===== src/rtl/seven_seg_mux.sv =====
// seven_seg_mux: two-digit multiplexed driver for a common-anode 7-seg display.
// Ports: clk, reset (sync, active-high), val[7:0] hex digits in;
//   an[1:0] anodes (active-low), seg[6:0] {g..a} (active-low), frame_tick.
// Optional macro LEADING_ZERO_BLANK_EN darkens a zero high digit.
module seven_seg_mux #(
  parameter int ON_CYCLES   = 24000,
  parameter int DEAD_CYCLES = 480
) (
  input  logic       clk,
  input  logic       reset,
  input  logic [7:0] val,
  output logic [1:0] an,
  output logic [6:0] seg,
  output logic       frame_tick
);

  generate
    if (ON_CYCLES < 1 || DEAD_CYCLES < 1) begin : g_bad_param
      $error("seven_seg_mux: ON_CYCLES and DEAD_CYCLES must be >= 1");
    end
  endgenerate

  localparam int MAXC = (ON_CYCLES > DEAD_CYCLES) ? ON_CYCLES
                                                  : DEAD_CYCLES;
  localparam int W = $clog2(MAXC + 1);

  localparam logic [W-1:0] ON_LAST   = W'(ON_CYCLES - 1);
  localparam logic [W-1:0] DEAD_LAST = W'(DEAD_CYCLES - 1);

  typedef enum logic [1:0] {
    BLANK_B,
    SHOW_LO,
    BLANK_A,
    SHOW_HI
  } state_t;

  state_t     state, state_nx;
  logic [W-1:0] cnt, cnt_nx;
  logic [7:0] snap, snap_nx;
  logic [1:0] an_nx;
  logic [6:0] seg_nx;
  logic       tick_nx;
  logic       hi_dark;

  function automatic logic [6:0] dec(input logic [3:0] d);
    unique case (d)
      4'h0: dec = 7'h40;
      4'h1: dec = 7'h79;
      4'h2: dec = 7'h24;
      4'h3: dec = 7'h30;
      4'h4: dec = 7'h19;
      4'h5: dec = 7'h12;
      4'h6: dec = 7'h02;
      4'h7: dec = 7'h78;
      4'h8: dec = 7'h00;
      4'h9: dec = 7'h10;
      4'hA: dec = 7'h08;
      4'hB: dec = 7'h03;
      4'hC: dec = 7'h46;
      4'hD: dec = 7'h21;
      4'hE: dec = 7'h06;
      default: dec = 7'h0E;
    endcase
  endfunction

  // State, counter, snapshot and the registered outputs.
  always_ff @(posedge clk) begin
    if (reset) begin
      state      <= BLANK_B;
      cnt        <= '0;
      snap       <= 8'h00;
      an         <= 2'b11;
      seg        <= 7'h7F;
      frame_tick <= 1'b0;
    end else begin
      state      <= state_nx;
      cnt        <= cnt_nx;
      snap       <= snap_nx;
      an         <= an_nx;
      seg        <= seg_nx;
      frame_tick <= tick_nx;
    end
  end

  // Next state and duration counter.
  always_comb begin
    logic done;
    done     = 1'b0;
    state_nx = state;
    cnt_nx   = cnt + 1'b1;
    unique case (state)
      BLANK_B: done = (cnt == DEAD_LAST);
      SHOW_LO: done = (cnt == ON_LAST);
      BLANK_A: done = (cnt == DEAD_LAST);
      default: done = (cnt == ON_LAST);
    endcase
    if (done) begin
      cnt_nx   = '0;
      state_nx = state_t'(state + 2'd1);
    end
  end

  // Outputs are computed from the upcoming state so the registers
  // change on the same edge as the state itself.
  always_comb begin
    tick_nx = (state_nx == SHOW_LO) && (state != SHOW_LO);
    snap_nx = tick_nx ? val : snap;
`ifdef LEADING_ZERO_BLANK_EN
    hi_dark = (snap_nx[7:4] == 4'h0);
`else
    hi_dark = 1'b0;
`endif
    an_nx  = 2'b11;
    seg_nx = 7'h7F;
    unique case (state_nx)
      SHOW_LO: begin
        an_nx  = 2'b10;
        seg_nx = dec(snap_nx[3:0]);
      end
      SHOW_HI: begin
        if (!hi_dark) begin
          an_nx  = 2'b01;
          seg_nx = dec(snap_nx[7:4]);
        end
      end
      default: begin
        an_nx  = 2'b11;
        seg_nx = 7'h7F;
      end
    endcase
  end

endmodule


===== config.mk =====
export PLATFORM = sky130hd
export DESIGN_NAME = seven_seg_mux
export DESIGN_NICKNAME = d
export VERILOG_FILES = /design/src/rtl/seven_seg_mux.sv
export SDC_FILE = /design/constraint.sdc
export NUM_CORES = 1
export LEC_CHECK = 0
export BUFFER_PORTS_ARGS = -buffer_cell sky130_fd_sc_hd__buf_2
export CAP_MARGIN = 20
export CORE_MARGIN = 10
export CORE_UTILIZATION = 35
export DETAILED_ROUTE_END_ITERATION = 10
export PLACE_DENSITY = 0.63
export SLEW_MARGIN = 15
export SYNTH_ARGS = -nofsm -noshare
export SYNTH_HDL_FRONTEND = slang
export SYNTH_SLANG_ARGS = --single-unit
export TNS_END_PERCENT = 10

===== constraint.sdc =====
create_clock -name clk -period 10.4 [get_ports clk]
set_input_delay 2.08 -clock clk [delete_from_list [all_inputs] [get_ports clk]]
set_output_delay 2.08 -clock clk [all_outputs]
set_load 0.1 [all_outputs]

==> After elaboration in Yosys (flattened, before gate mapping) <==
Memory sizes are Yosys's and may differ from the RTL's.
Index checks and enable logic that the tools add are counted.
{ "word_totals": {"inputBits": 10, "mem_bits_ro": 224, "elab_cells": 25, "reg_bits": 35, "out_inout_bits": 10, "mem_count": 2} }
{ "memory_table": {"columns": ["name", "words", "width", "read_ports", "rd_ports_with_merged_regs", "write_ports", "line_no", "source"], "rows": [
  ["(no name shown)", 16, 7, 1, 0, 0, "46", "unique case (d)"],
  ["(no name shown)", 16, 7, 1, 0, 0, "46", null]
]} }
{ "op_classes": {"n_addsub": 2, "eq_ne": 6, "n_reduce_logical": 4, "muxes": 5} }
{ "op_table": {"columns": ["operator", "n"], "rows": [
  ["$add 15x1->15 const B", 1],
  ["$eq 15x15->1 const B", 1],
  ["$eq 15x9->1 const B", 1],
  ["$pmux 7 s2", 1],
  ["$mux 8", 1],
  ["$eq 2x2->1 const B", 2],
  ["$pmux 2 s2", 1],
  ["$reduce_or 2->1", 2],
  ["$add 2x1->2 const B", 1],
  ["$eq 2x1->1 const B", 1],
  ["$logic_not 2->1", 1],
  ["$mux 2", 1],
  ["$ne 2x1->1 const B", 1],
  ["$logic_and 1x1->1", 1],
  ["$mux 1", 1]
]} }

==> Logic depth before layout (Yosys ltp) <==
An unclocked memory read counts as a cell.
{ "depth": {"word_depth": 9, "mapped_depth": 14, "depth_no_buf": 13} }

==> Worst setup path before layout <==
Ideal clock, no wire load.
{ "synth_timing": {"path_kind": "input-to-reg", "from": "input val[0]", "to": "register seg[5]", "n_path_buf": 0, "stages": 6, "t_arrival_ps": 3354, "required_time_ps": 10260, "slack_ps": 6905, "setup_time_ps": 140, "path_cell_list": "mux2i_1 > inv_1 > ha_1 > mux2_1 > mux2i_1 > o221ai_1"} }
{ "synth_via": {"elab_chain_cells": 3} }
{ "synth_lines": {"columns": ["element", "line_no", "source"], "rows": [
  ["start: declaration", "11", "input logic [7:0] val,"],
  ["$mux 8", "107", "snap_nx = tick_nx ? val : snap;"],
  ["named net snap_nx[0]", "39", "logic [7:0] snap, snap_nx;"],
  ["$mem_v2 16x7", null, null],
  ["$pmux 7 s2", "115", "unique case (state_nx)"],
  ["end signal: assignment", "80", "seg <= seg_nx;"],
  ["end: declaration", "13", "output logic [6:0] seg,"]
]} }
The timed path passes the listed nets, and every way through them passes these cells.
A chain may end at the register's enable or synchronous reset.

==> Worst setup path after layout <==
{ "layout_timing": {"from": "register state[0]", "to": "register seg[5]"} }
{ "layout_via": {"elab_chain_cells": 9, "elab_cells_between_ends": 14, "cone_classes": "1 x add/sub; 4 x eq/ne; 4 x mux; 3 x reduce/logical; 2 x memory"} }
{ "layout_lines": {"columns": ["element", "line_no", "source"], "rows": [
  ["start: declaration", "37", "state_t state, state_nx;"],
  ["start signal: assignment", "76", "state <= state_nx;"],
  ["$eq 2x2->1 / $logic_not 2->1 (equally long branches)", "91", "unique case (state)"],
  ["$reduce_or 2->1 (no source line)", null, null],
  ["$mux 1", null, null],
  ["$mux 2", "97", "if (done) begin"],
  ["$eq 2x1->1", "106", "tick_nx = (state_nx == SHOW_LO) && (state != SHOW_LO);"],
  ["$logic_and 1x1->1 *", "106", null],
  ["$mux 8 *", "107", null],
  ["named net snap_nx[0]", "39", null],
  ["$mem_v2 16x7 *", null, null],
  ["$pmux 7 s2 *", "115", null]
]} }
Mark *: on every way through the listed nets, which the timed path passes. The rest lies on a longest branch.

==> flow_summary.toml <==
[sta]
maxSlewHeadroom_pct = 44.76
hold_viol_final = 0
rsz0062_at_grt = "false"
skew_ns = 0.005104
fmax_mhz = 257.5
tightest_slew_ns = 0.8056
setup_ws_ns = 6.517
fin_crit_ns = 3.883
fin_crit_sh_pct = 37.34
drv_slew = 0
setup_viol = 0
timing.setup.tns_ns = 0

[setup_path]
critical_path_required_ns = 10.54
crit_buf_inv = 2
start_kind = "flop"
cpLargestDelayFamily = "multiplexers"
cp-startpoint = "state[0]$_SDFF_PP0_"
max_stage_delay_ns = 0.66
crit_type = "flop to flop"
reg2reg_to = "seg[5]$_SDFF_PP1_"
crit_end = "seg[5]$_SDFF_PP1_"
path_cells = "inv_1 -> ha_1 -> nor2_1 -> nor4_4 -> o211ai_4 -> mux2i_4 -> mux2i_1 -> inv_1 -> ha_1 -> mux2_1 -> mux2i_1 -> o221ai_1"
reg2reg_from = "state[0]$_SDFF_PP0_"
critical_path_arrival_ns = 4.03
worstPathMaxFanout = 17
endpoint_kind = "flop"
r2r_cells = 12
slowest_stage = "mux2i_4"
rrSetupSlack_ns = 6.52
worst-path-stages = 12

[final_layout]
final_common_cell = "nor2_1"
fillCellCount = 539
area_delta_synth_final_pct = 11.94
final_net_count = 278
multi_input_area_um2 = 1281
seq_area_um2 = 700.7
drive_gt1_share_pct = 14.80
layout_common_cells = "nor2_1, dfxtp_1, mux2i_1, buf_2"
antennaDiodeCount = 0

[floorplan]
die_w_um = 96.99
num_rows = 27
start_util_pct = 36.77
die-area_um2 = 9406
core_area_um2 = 5642
fp.dieH_um = 96.99
ioPinCount = 20

[placed_design]
place.gp.congestion = 0.7980
dp_slack_ns = 6.555
hpwl_um = 3238
io_buffers = 19

[grt]
grt_pass1_vias = 1576
grt_max_degree = 18
antenna_found_initial = 0
grt_pass1_wl_um = 7155
overflow = 0
grt_usage_pct = 8.895

[yosys]
ys_seq_area_share_pct = 33.78
synth_area_um2 = 2074
syn-num-nets = 256
synth_seq_cells = 35
yosysWarningCount = 0
syn_avg_cell_area_um2 = 9.099
netlist_instances = 228
yosys.cell_types.count = 45

[clock_tree]
postCtsSetupRepairBufs = 0
cts.repair.resized = 0
clk_latency_ns = 0.28
cts_buffers = 5
clockBufferDepth = 2
cts-root-buf = "clkbuf_8"
cts_hold_buf = 0
cts_tree = "built"
path_clk_slew_ns = 0.07
h-tree-depth = 2
cts_sinks = 35

[routing]
firstDrtPassIters = 4
drt_iter0_drc = 61
vias = 1592
drc = 0
ant_nets = 0
routed_wl_um = 4270
wl_per_cell_um = 13.26
viasPerCell = 4.944

[min_path]
hold_class = "flop to flop"
min_path_cells = 1

[pwr]
powerDensity_nw_per_um2 = 104.2
ir_worst_vdd_v = 0.00004268
power.leakage_uw = 0.001094

[status]
status = "finished, final reports clean"

[run]
maxCapViolations = 0
==> registers in the layout (all words and copies together), names as in the netlist <==
signal      cells
cnt            15
snap            8
seg             7
an              2
state           2
frame_tick      1
==> power by group <==
| part | leakage (uW) | internal [uW] | total (uW) | switching [uW] |
|---|---|---|---|---|
| logic | 0.000764 | 2.79 | 7.00 | 4.21 |
| registers | 0.000283 | 135 | 136 | 0.909 |
| clock network | 0.0000470 | 51.9 | 99.0 | 47.1 |
==> per-stage QoR <==
step | std cells | utilization, % | hold WS [ns] | instance area [um^2] | power, uW
2_1_floorplan | 228 | - | 0.4302 | 2074 | 142.4
3_3_place_gp | 314 | 39.48 | 0.4483 | 2227 | 146.0
3_5_place_dp | 314 | 39.48 | 0.4521 | 2227 | 146.1
4_1_cts | 321 | 41.03 | 0.4705 | 2315 | 245.3
5_1_grt | 322 | 41.16 | 0.5511 | 2322 | 252.4
6_report | 322 | 41.16 | 0.4708 | 2322 | 241.9
==> cell type report <==
type	instances	area share, %
clock buffer	6	3.556
clock inverter	1	0.2155
inverter	14	2.263
multi-input combinational	173	55.17
sequential	35	30.17
tap	72	3.879
timing repair buffer	21	4.741
==> synthesized netlist by cell type, drive strengths merged <==
cell	count	area [um^2]
a31oi	3	18.77
nor3	6	30.03
nor4	1	21.27
o211ai	3	36.28
xnor2	6	60.06
o21ai	5	25.02
and2	1	6.260
nand3	9	45.04
and4	1	8.760
o21bai	2	15.01
a2bb2oi	1	8.760
a221oi	1	8.760
o31a	1	8.760
mux2i	20	212.7
a22oi	1	7.510
a211oi	1	7.510
xor2	10	87.58
or3b	1	8.760
nand3b	1	7.510
o221ai	3	26.28
a21oi	2	10.01
inv	14	52.55
nand4	1	6.260
and4bb	1	12.51
mux2	5	60.05
buf	4	32.53
nor2	37	138.9
a311oi	2	17.52
and3	4	25.02
and3b	1	8.760
or4b	1	13.76
o22a	3	26.28
clkbuf	2	7.510
nand2b	2	12.51
dfxtp	35	700.7
ha	18	225.2
or3	1	6.260
nand2	18	67.56
==> metal layers <==
| layer | global-route usage (%) | share of wire [%] |
|---|---|---|
| met1 | 10.84 | 48 |
| met2 | 14.16 | 47 |
| met3 | 2.271 | 3.2 |
| met4 | 4.284 | 1.6 |
| met5 | 0 | 0 |
==> worst min path at each step <==
stage / to / start
after floorplan: cnt[0]$_SDFF_PP0_ / cnt[0]$_SDFF_PP0_
after CTS: cnt[0]$_SDFF_PP0_ / cnt[0]$_SDFF_PP0_
after global routing: cnt[4]$_SDFF_PP0_ / cnt[4]$_SDFF_PP0_
after global placement: cnt[0]$_SDFF_PP0_ / cnt[0]$_SDFF_PP0_
final: cnt[0]$_SDFF_PP0_ / cnt[0]$_SDFF_PP0_
after detailed placement: cnt[0]$_SDFF_PP0_ / cnt[0]$_SDFF_PP0_
==> cells by family (layout without fill, tap and decap cells) <==
| family | count (synthesis) | count (layout) | share of synthesized area [%] |
|---|---|---|---|
| adders and majority gates | 18 | 18 | 10.86 |
| xor gates and xnor gates | 16 | 16 | 7.117 |
| buffers and inverters | 20 | 42 | 4.463 |
| AOI/OAI and AO/OA | 28 | 28 | 10.43 |
| DFF | 35 | 35 | 33.78 |
| muxes | 25 | 25 | 13.15 |
| and+or+nand+nor | 86 | 86 | 20.20 |
No activity file was read; power rests on OpenSTA's default activity.
